**config.mk**
```make
export PLATFORM = sky130hd
export DESIGN_NAME = imem_boot_loader
export DESIGN_NICKNAME = d
export VERILOG_FILES = /design/src/rtl/riscv_boot_pkg.sv /design/src/rtl/boot_byte_packer.sv /design/src/rtl/imem_boot_loader.sv
export SDC_FILE = /design/constraint.sdc
export NUM_CORES = 1
export LEC_CHECK = 0
export CAP_MARGIN = 20
export CORE_ASPECT_RATIO = 1.5
export CORE_MARGIN = 5
export CORE_UTILIZATION = 53
export CTS_BUF_LIST = sky130_fd_sc_hd__clkbuf_4 sky130_fd_sc_hd__clkbuf_8 sky130_fd_sc_hd__clkbuf_16
export DETAILED_ROUTE_END_ITERATION = 8
export GPL_ROUTABILITY_DRIVEN = 0
export HOLD_SLACK_MARGIN = 0.03
export PLACE_DENSITY = 0.79
export SYNTH_ARGS = -nofsm -noshare
export SYNTH_HDL_FRONTEND = slang
export SYNTH_SLANG_ARGS = --single-unit
```
**constraint.sdc**
```tcl
create_clock -name clk_i -period 3.75 [get_ports clk_i]
set_clock_uncertainty 0.15 [all_clocks]
set_input_delay 0.75 -clock clk_i [delete_from_list [all_inputs] [get_ports clk_i]]
set_output_delay 0.75 -clock clk_i [all_outputs]
set_load 0.02 [all_outputs]
```
**src/rtl/riscv_boot_pkg.sv**
```systemverilog
// Shared types and constants for the instruction-memory boot loader.
package riscv_boot_pkg;

   // Loader sequencing states.
   typedef enum logic [2:0] {
      StLenLo,
      StLenHi,
      StData,
      StWrite,
      StDone,
      StErr
   } boot_state_e;

   // Stream header is a 16-bit little-endian word count.
   localparam int unsigned BOOT_LEN_BYTES = 2;
   localparam int unsigned BYTES_PER_WORD = 4;

endpackage

```
**src/rtl/boot_byte_packer.sv**
```systemverilog
// Packs a little-endian byte stream into 32-bit words; the first byte lands in [7:0].
module boot_byte_packer
   import riscv_boot_pkg::*;
(
   input  logic        clk_i,
   input  logic        rst_i,
   input  logic        push_i,
   input  logic        clear_i,
   input  logic [7:0]  byte_i,
   output logic [31:0] word_o,
   output logic        word_full_o
);

   localparam int unsigned CntW = $clog2(BYTES_PER_WORD);
   localparam logic [CntW-1:0] LastCnt = CntW'(BYTES_PER_WORD - 1);

   logic [CntW-1:0] cnt_q, cnt_d;
   logic [31:0]     word_q, word_d;

   // Shift new bytes in from the top so four pushes leave byte 0 at [7:0].
   always_comb begin
      cnt_d  = cnt_q;
      word_d = word_q;
      if (clear_i) begin
         cnt_d = '0;
      end else if (push_i) begin
         word_d = {byte_i, word_q[31:8]};
         cnt_d  = cnt_q + 1'b1;
      end
   end

   // The byte that completes a word is flagged in the same cycle it is pushed.
   always_comb begin
      word_full_o = push_i && !clear_i && (cnt_q == LastCnt);
      word_o      = word_q;
   end

   // Counter and packing register.
   always_ff @(posedge clk_i or posedge rst_i) begin
      if (rst_i) begin
         cnt_q  <= '0;
         word_q <= '0;
      end else begin
         cnt_q  <= cnt_d;
         word_q <= word_d;
      end
   end

endmodule

```
**src/rtl/imem_boot_loader.sv**
```systemverilog
// Boot loader: receives a length-prefixed byte stream, writes instruction memory
// from word 0 and holds the core in reset until the whole program is in place.
module imem_boot_loader
   import riscv_boot_pkg::*;
#(
   parameter int unsigned DW             = 32,
   parameter int unsigned MEM_SIZE_IN_KB = 1,
   parameter int unsigned NO_OF_REGS     = MEM_SIZE_IN_KB * 1024 / 4,
   parameter int unsigned ADDRW          = $clog2(NO_OF_REGS)
) (
   input  logic             clk_i,
   input  logic             rst_i,
   input  logic             byte_valid_i,
   input  logic [7:0]       byte_i,
   output logic             byte_ready_o,
   output logic             imem_we_o,
   output logic [ADDRW-1:0] imem_addr_o,
   output logic [DW-1:0]    imem_wdata_o,
   output logic             core_rst_o,
   output logic             done_o,
   output logic             err_o
);

   boot_state_e state_q, state_d;
   logic [15:0] len_q, len_d;
   logic [15:0] idx_q, idx_d;
   logic [15:0] len_full;
   logic        accept;
   logic        pack_clear;
   logic        word_full;
   logic [31:0] packed_word;

   assign accept     = byte_valid_i && byte_ready_o;
   // Only DATA feeds the packer; elsewhere keep the byte counter parked at zero.
   assign pack_clear = (state_q != StData);
   assign len_full   = {byte_i, len_q[7:0]};

   boot_byte_packer u_packer (
      .clk_i       (clk_i),
      .rst_i       (rst_i),
      .push_i      (accept),
      .clear_i     (pack_clear),
      .byte_i      (byte_i),
      .word_o      (packed_word),
      .word_full_o (word_full)
   );

   // Next-state, length capture and word-index advance.
   always_comb begin
      state_d = state_q;
      len_d   = len_q;
      idx_d   = idx_q;
      unique case (state_q)
         StLenLo: begin
            if (accept) begin
               len_d[7:0] = byte_i;
               state_d    = StLenHi;
            end
         end
         StLenHi: begin
            if (accept) begin
               len_d[15:8] = byte_i;
               if (len_full == 16'd0) begin
                  state_d = StDone;
               end else if ({16'd0, len_full} > NO_OF_REGS) begin
                  state_d = StErr;
               end else begin
                  state_d = StData;
               end
            end
         end
         StData: begin
            if (word_full) begin
               state_d = StWrite;
            end
         end
         StWrite: begin
            idx_d = idx_q + 16'd1;
            if (idx_q == (len_q - 16'd1)) begin
               state_d = StDone;
            end else begin
               state_d = StData;
            end
         end
         StDone:  state_d = StDone;
         StErr:   state_d = StErr;
         default: state_d = StLenLo;
      endcase
   end

   // Outputs decode from registered state only.
   always_comb begin
      byte_ready_o = (state_q == StLenLo) || (state_q == StLenHi) || (state_q == StData);
      imem_we_o    = (state_q == StWrite);
      core_rst_o   = (state_q != StDone);
      done_o       = (state_q == StDone);
      err_o        = (state_q == StErr);
      imem_addr_o  = idx_q[ADDRW-1:0];
      imem_wdata_o = DW'(packed_word);
   end

   // State, length and index registers.
   always_ff @(posedge clk_i or posedge rst_i) begin
      if (rst_i) begin
         state_q <= StLenLo;
         len_q   <= '0;
         idx_q   <= '0;
      end else begin
         state_q <= state_d;
         len_q   <= len_d;
         idx_q   <= idx_d;
      end
   end

endmodule

```
# [Word-level counts from Yosys, hierarchy flattened]
# Cells that the tools add are included.
[classes] add_sub_neg=3 multipliers=0 div=0 order_cmp=1 eq_ne=12 shifts=0 n_mux=9 bitwise_logic=1 n_reduce_logical=13
[op_table] op="2-to-1 mux 3 bit" count=6
[op_table] op="one-hot mux 3 bit (6 select lines)" count=1
[op_table] op="adder 16 x 1 -> 16 bit, second input constant" count=1
[op_table] op="== test 16 bit" count=1
[op_table] op="greater-than comparator 16 x 9 -> 1 bit, second input constant" count=1
[op_table] op="logical NOT 16 bit" count=1
[op_table] op="subtractor 16 x 1 -> 16 bit, second input constant" count=1
[op_table] op="== test 3 x 2 -> 1 bit, second input constant" count=2
[op_table] op="== test 3 bit, second input constant" count=2
[op_table] op="inequality test 2 x 1 -> 1 bit, second input constant" count=3
[op_table] op="AND reduction 2 bit" count=3
[op_table] op="2-to-1 mux 2 bit" count=2
[op_table] op="== test 3 x 1 -> 1 bit, second input constant" count=1
[op_table] op="logical AND 1 bit" count=3
[op_table] op="logical NOT 3 bit" count=1
[op_table] op="inequality test 3 x 2 -> 1 bit, second input constant" count=1
[op_table] op="inequality test 3 bit, second input constant" count=1
[op_table] op="AND reduction 3 bit" count=1
[op_table] op="adder 2 x 1 -> 2 bit, second input constant" count=1
[op_table] op="== test 2 bit, second input constant" count=1
[op_table] op="logical OR 1 bit" count=2
[op_table] op="nonzero test 2 bit" count=1
[op_table] op="logical NOT 1 bit" count=1
[op_table] op="inverter 1 bit" count=1
[word_totals] register_bits=69 latchBits=0 ramBits=0 rom_bits=0 inputBits=11 out_inout_bits=45 wordCells=45 memories=0

# [Depth between registers and ports, before layout]
[logic_depth] word_depth=8 ltp_mapped=8 mapped_depth_nobuf=8

# [By module]
# Synthesis repeated with hierarchy kept, for this count alone.
[hier_totals] cells_unflattened=293 area_unflattened_um2=3626.0
[modules_own_cells] mod="imem_boot_loader" n_inst=1 cells_per_inst=215 area_each_um2=2172.1 seq_area_each_um2=875.8
[modules_own_cells] mod="boot_byte_packer" n_inst=1 cells_per_inst=78 area_each_um2=1453.9 seq_area_each_um2=850.8

# [Worst setup path after synthesis]
# No wires, ideal clock.
[synth_timing] path_kind="register -> register" start="register len_q[3]" end="register state_q[1]" setup_ns=0.124 t_arrival_ns=2.219 t_required_ns=3.476 slack_ns=1.257 path_stages_with_launch=8 path_buffers=1 synth_period_minus_slack_ns=2.493 cell_sequence="dfrtp_1 buf_6 or4_4 or3_4 xnor2_1 nor4_1 nand4_1 o31a_1"
[synth_between] elab_chain_len=5 word_cells_on_any_way=9 classes_between="add/sub (1); order compare (1); eq/ne (1); mux (5); reduce/logical (1)"
[synth_rtl] element="from (decl)" line="imem_boot_loader.sv:25" text="logic [15:0] len_q, len_d;"
[synth_rtl] element="from (signal assigned)" line="imem_boot_loader.sv:110" text="len_q <= len_d;"
[synth_rtl] element="branches (longest 4 deep; another with subtractor 16 x 1 -> 16 bit)"
[synth_rtl] element="one-hot mux 3 bit (6 select lines) *" line="imem_boot_loader.sv:53" text="unique case (state_q)"
[synth_rtl] element="to (signal assigned)" line="imem_boot_loader.sv:105" text="state_q <= StLenLo;"
[synth_rtl] element="to (signal assigned)" line="imem_boot_loader.sv:109" text="state_q <= state_d;"
[synth_rtl] element="to (decl)" line="imem_boot_loader.sv:24" text="boot_state_e state_q, state_d;"
# Mark *: on every way between the ends. The select of a mux whose other input is x is not followed.
# A chain may end at the register's enable or synchronous reset.

# [Final worst setup path]
[layout_timing] start="register state_q[0]" end="output done_o"
[layout_between] elab_chain_len=1
[layout_rtl] element="== test 3 bit" line="imem_boot_loader.sv:96" text="done_o = (state_q == StDone);"
[layout_rtl] element="to (decl)" line="imem_boot_loader.sv:20" text="output logic done_o,"
# No other way between the ends.

==> out/metrics.yaml <==
status: "complete, no violations"
ys_top_cells_by_count: "69 x dfrtp_1, 46 x mux2_2, 26 x xnor2_1"
crit_slowest_cell: "clkdlybuf4s50_1"
avgSynthCellArea_um2: 11.76
yosysWarnings: 0
rsz0062_at_grt: "false"
grt_max_degree: 43
cellLeakagePower_nw: 1.911
timing.final.crit_share: 0.7929
antenna_cells: 0
fp.dieH_um: 108.6
path_buf_inv: 2
cts-buffers-inserted: 9
worstMarginPinSlew_ns: 0.8415
synth_area_um2: 3435
io_buffers: 55
grt_pass1_wl_um: 12130
cts_post_setup_buffers_inserted: 0
synth_flop_cell: "dfrtp_1"
grt_pass1_vias: 2470
critPathLaunch: "state_q[0]"
cts_htree_levels: 3
drt-pass1-iter-count: 4
fin_util: 0.6524
hold_violations: 0
ctsHoldBuffers: 0
grt_use_total: 0.1971
syn_nets: 306
die_area_um2: 8224
post_synth_num_cell_types: 48
synth_cells: 292
drive_gt1_frac: 0.2241
totalWireLength_um: 6907
cts_buffer_depth: 2
start_kind: "flip-flop"
r2r_start: "len_q[3]"
synth_most_common_cell: "dfrtp_1"
cp_data_arrival_time_ns: 2.07
drtAntennaViolNets: 0
r2r_slack_ns: 1.05
max_stage_delay_ns: 0.59
cts_tree: "yes"
nets: 357
grt_overflow: 0
power_density_nw_per_um2: 327.3
ios: 56
min-delay-path-class: "reg -> reg"
drc: 0
power_mw: 1.366
min_period_ns: 2.973
clock_latency_ns: 0.35
setup-tns-final_ns: 0
fmax_mhz: 336.3
ff2ff_path_depth: 6
initial_core_util: 0.5370
worst_ir_drop_vdd_uv: 310.9
endpoint_kind: "output port"
drv_slew: 0
hold_path_startpoint: "idx_q[15]"
coreArea_um2: 6396
clock-sinks: 69
seq_area_frac_synth: 0.5027
synth_area_leaders: "dfrtp_1 50%, mux2_2 15%, xnor2_1 6.6%"
hold_depth: 1
die_w_um: 75.73
place_hpwl_um: 5063
postCtsResizedCells: 0
cts-root-buf: "clkbuf_8"
finalHoldWorstSlack_ns: 0.3394
netlist.area_leader.share: 0.5027
num_vias: 2363
max_cap_viol_count: 0
path_cells: "or3b_2 -> inv_1 -> clkdlybuf4s50_1"
post_drt_wl_per_cell_um: 16.29
crit_path_max_fanout: 13
synthArstFlopShare: 1.000
via_per_inst: 5.573
ys_seq_elements: 69
nFillCells: 501
yosys.area.top_type: "dfrtp_1"
setup_viol: 0
timing.rr.end: "state_q[1]"
synth-edff-count: 0
relSlewSlack: 0.4382
critPathRequiredTime_ns: 2.85
min_to: "idx_q[15]"
syn2layout_area_growth_pct: 21.49
crit_family: "buffers and inverters"
rows: 36
path_class: "reg -> out"
antenna_found_initial: 0
clk_pin_slew_ns: 0.07
drt_iter0_drc: 134
[stage by stage]
| stage | std cells | area [µm²] | worst slack (ns) |
|---|---|---|---|
| finish | 424 | 4173 | 0.7767 |
| global route | 424 | 4173 | 0.6703 |
| CTS | 424 | 4173 | 0.7326 |
| detailed placement | 408 | 4001 | 0.8480 |
| global placement | 408 | 4001 | 0.9403 |
| floorplan | 292 | 3435 | 1.110 |
[worst max-delay path by stage]
| stage | depth (start not counted) | slack [ns] | to |
|---|---|---|---|
| 3_5_place_dp | 6 | 0.85 | state_q[0] |
| 2_1_floorplan | 1 | 1.11 | idx_q[0] |
| 3_3_place_gp | 6 | 0.94 | state_q[1] |
| 4_1_cts | 3 | 0.73 | done_o |
| 5_1_grt | 3 | 0.67 | done_o |
| 6_report | 3 | 0.78 | done_o |
[kinds of logic after synthesis]
kind of cell    after synthesis  synth area share
simple gates                 78            0.1282
compound gates               25           0.05137
xor+xnor                     38           0.09909
flops                        69            0.5027
buf+inv                      29           0.04517
fa+ha+maj                     3           0.01093
mux                          50            0.1625
[sequential cells by signal (all words and copies together) (netlist names)]
register	flops
u_packer.cnt_q	2
state_q	3
len_q	16
idx_q	16
u_packer.word_o	32
[final cells by class]
type                    instances  area, µm²  share of cell area
multi-input cells             194       1558              0.3733
well taps                      76      95.09             0.02279
clock buffers                  10      131.4             0.03148
flip-flops and latches         69       1727              0.4138
clock inverters                 6      40.04            0.009595
inverters                       9      33.78            0.008096
repair buffers                 60      588.1              0.1409
[cells in the final DEF, fill, tap and decap left out, types with 3 or more instances in the layout]
master / count
dfrtp_1: 69
clkdlybuf4s50_1: 55
mux2_2: 46
xnor2_1: 26
nand2_1: 22
nor2_1: 13
xor2_1: 11
clkbuf_8: 9
and3_1: 8
inv_1: 8
nand4_1: 6
nor4_1: 5
buf_4: 5
nand3_1: 4
o21ai_0: 4
mux2i_1: 4
nand2b_1: 3
a21oi_1: 3
nor3_1: 3
a211oi_1: 3
ha_1: 3
clkinv_2: 3
[power breakdown]
part	total (mW)	switching [mW]	internal, mW
registers	0.759	0.0104	0.749
clock network	0.533	0.288	0.245
logic	0.0729	0.0410	0.0319
total	1.37	0.339	1.03
[routing by layer]
metal,track usage,part of all wire,up-vias
met5,0,0,-
met4,0.08375,0.023,0
met3,0.07721,0.065,14
met2,0.3072,0.52,66
met1,0.2398,0.39,1160
li1,-,-,1123
No activity file was read; power rests on OpenSTA's default activity.
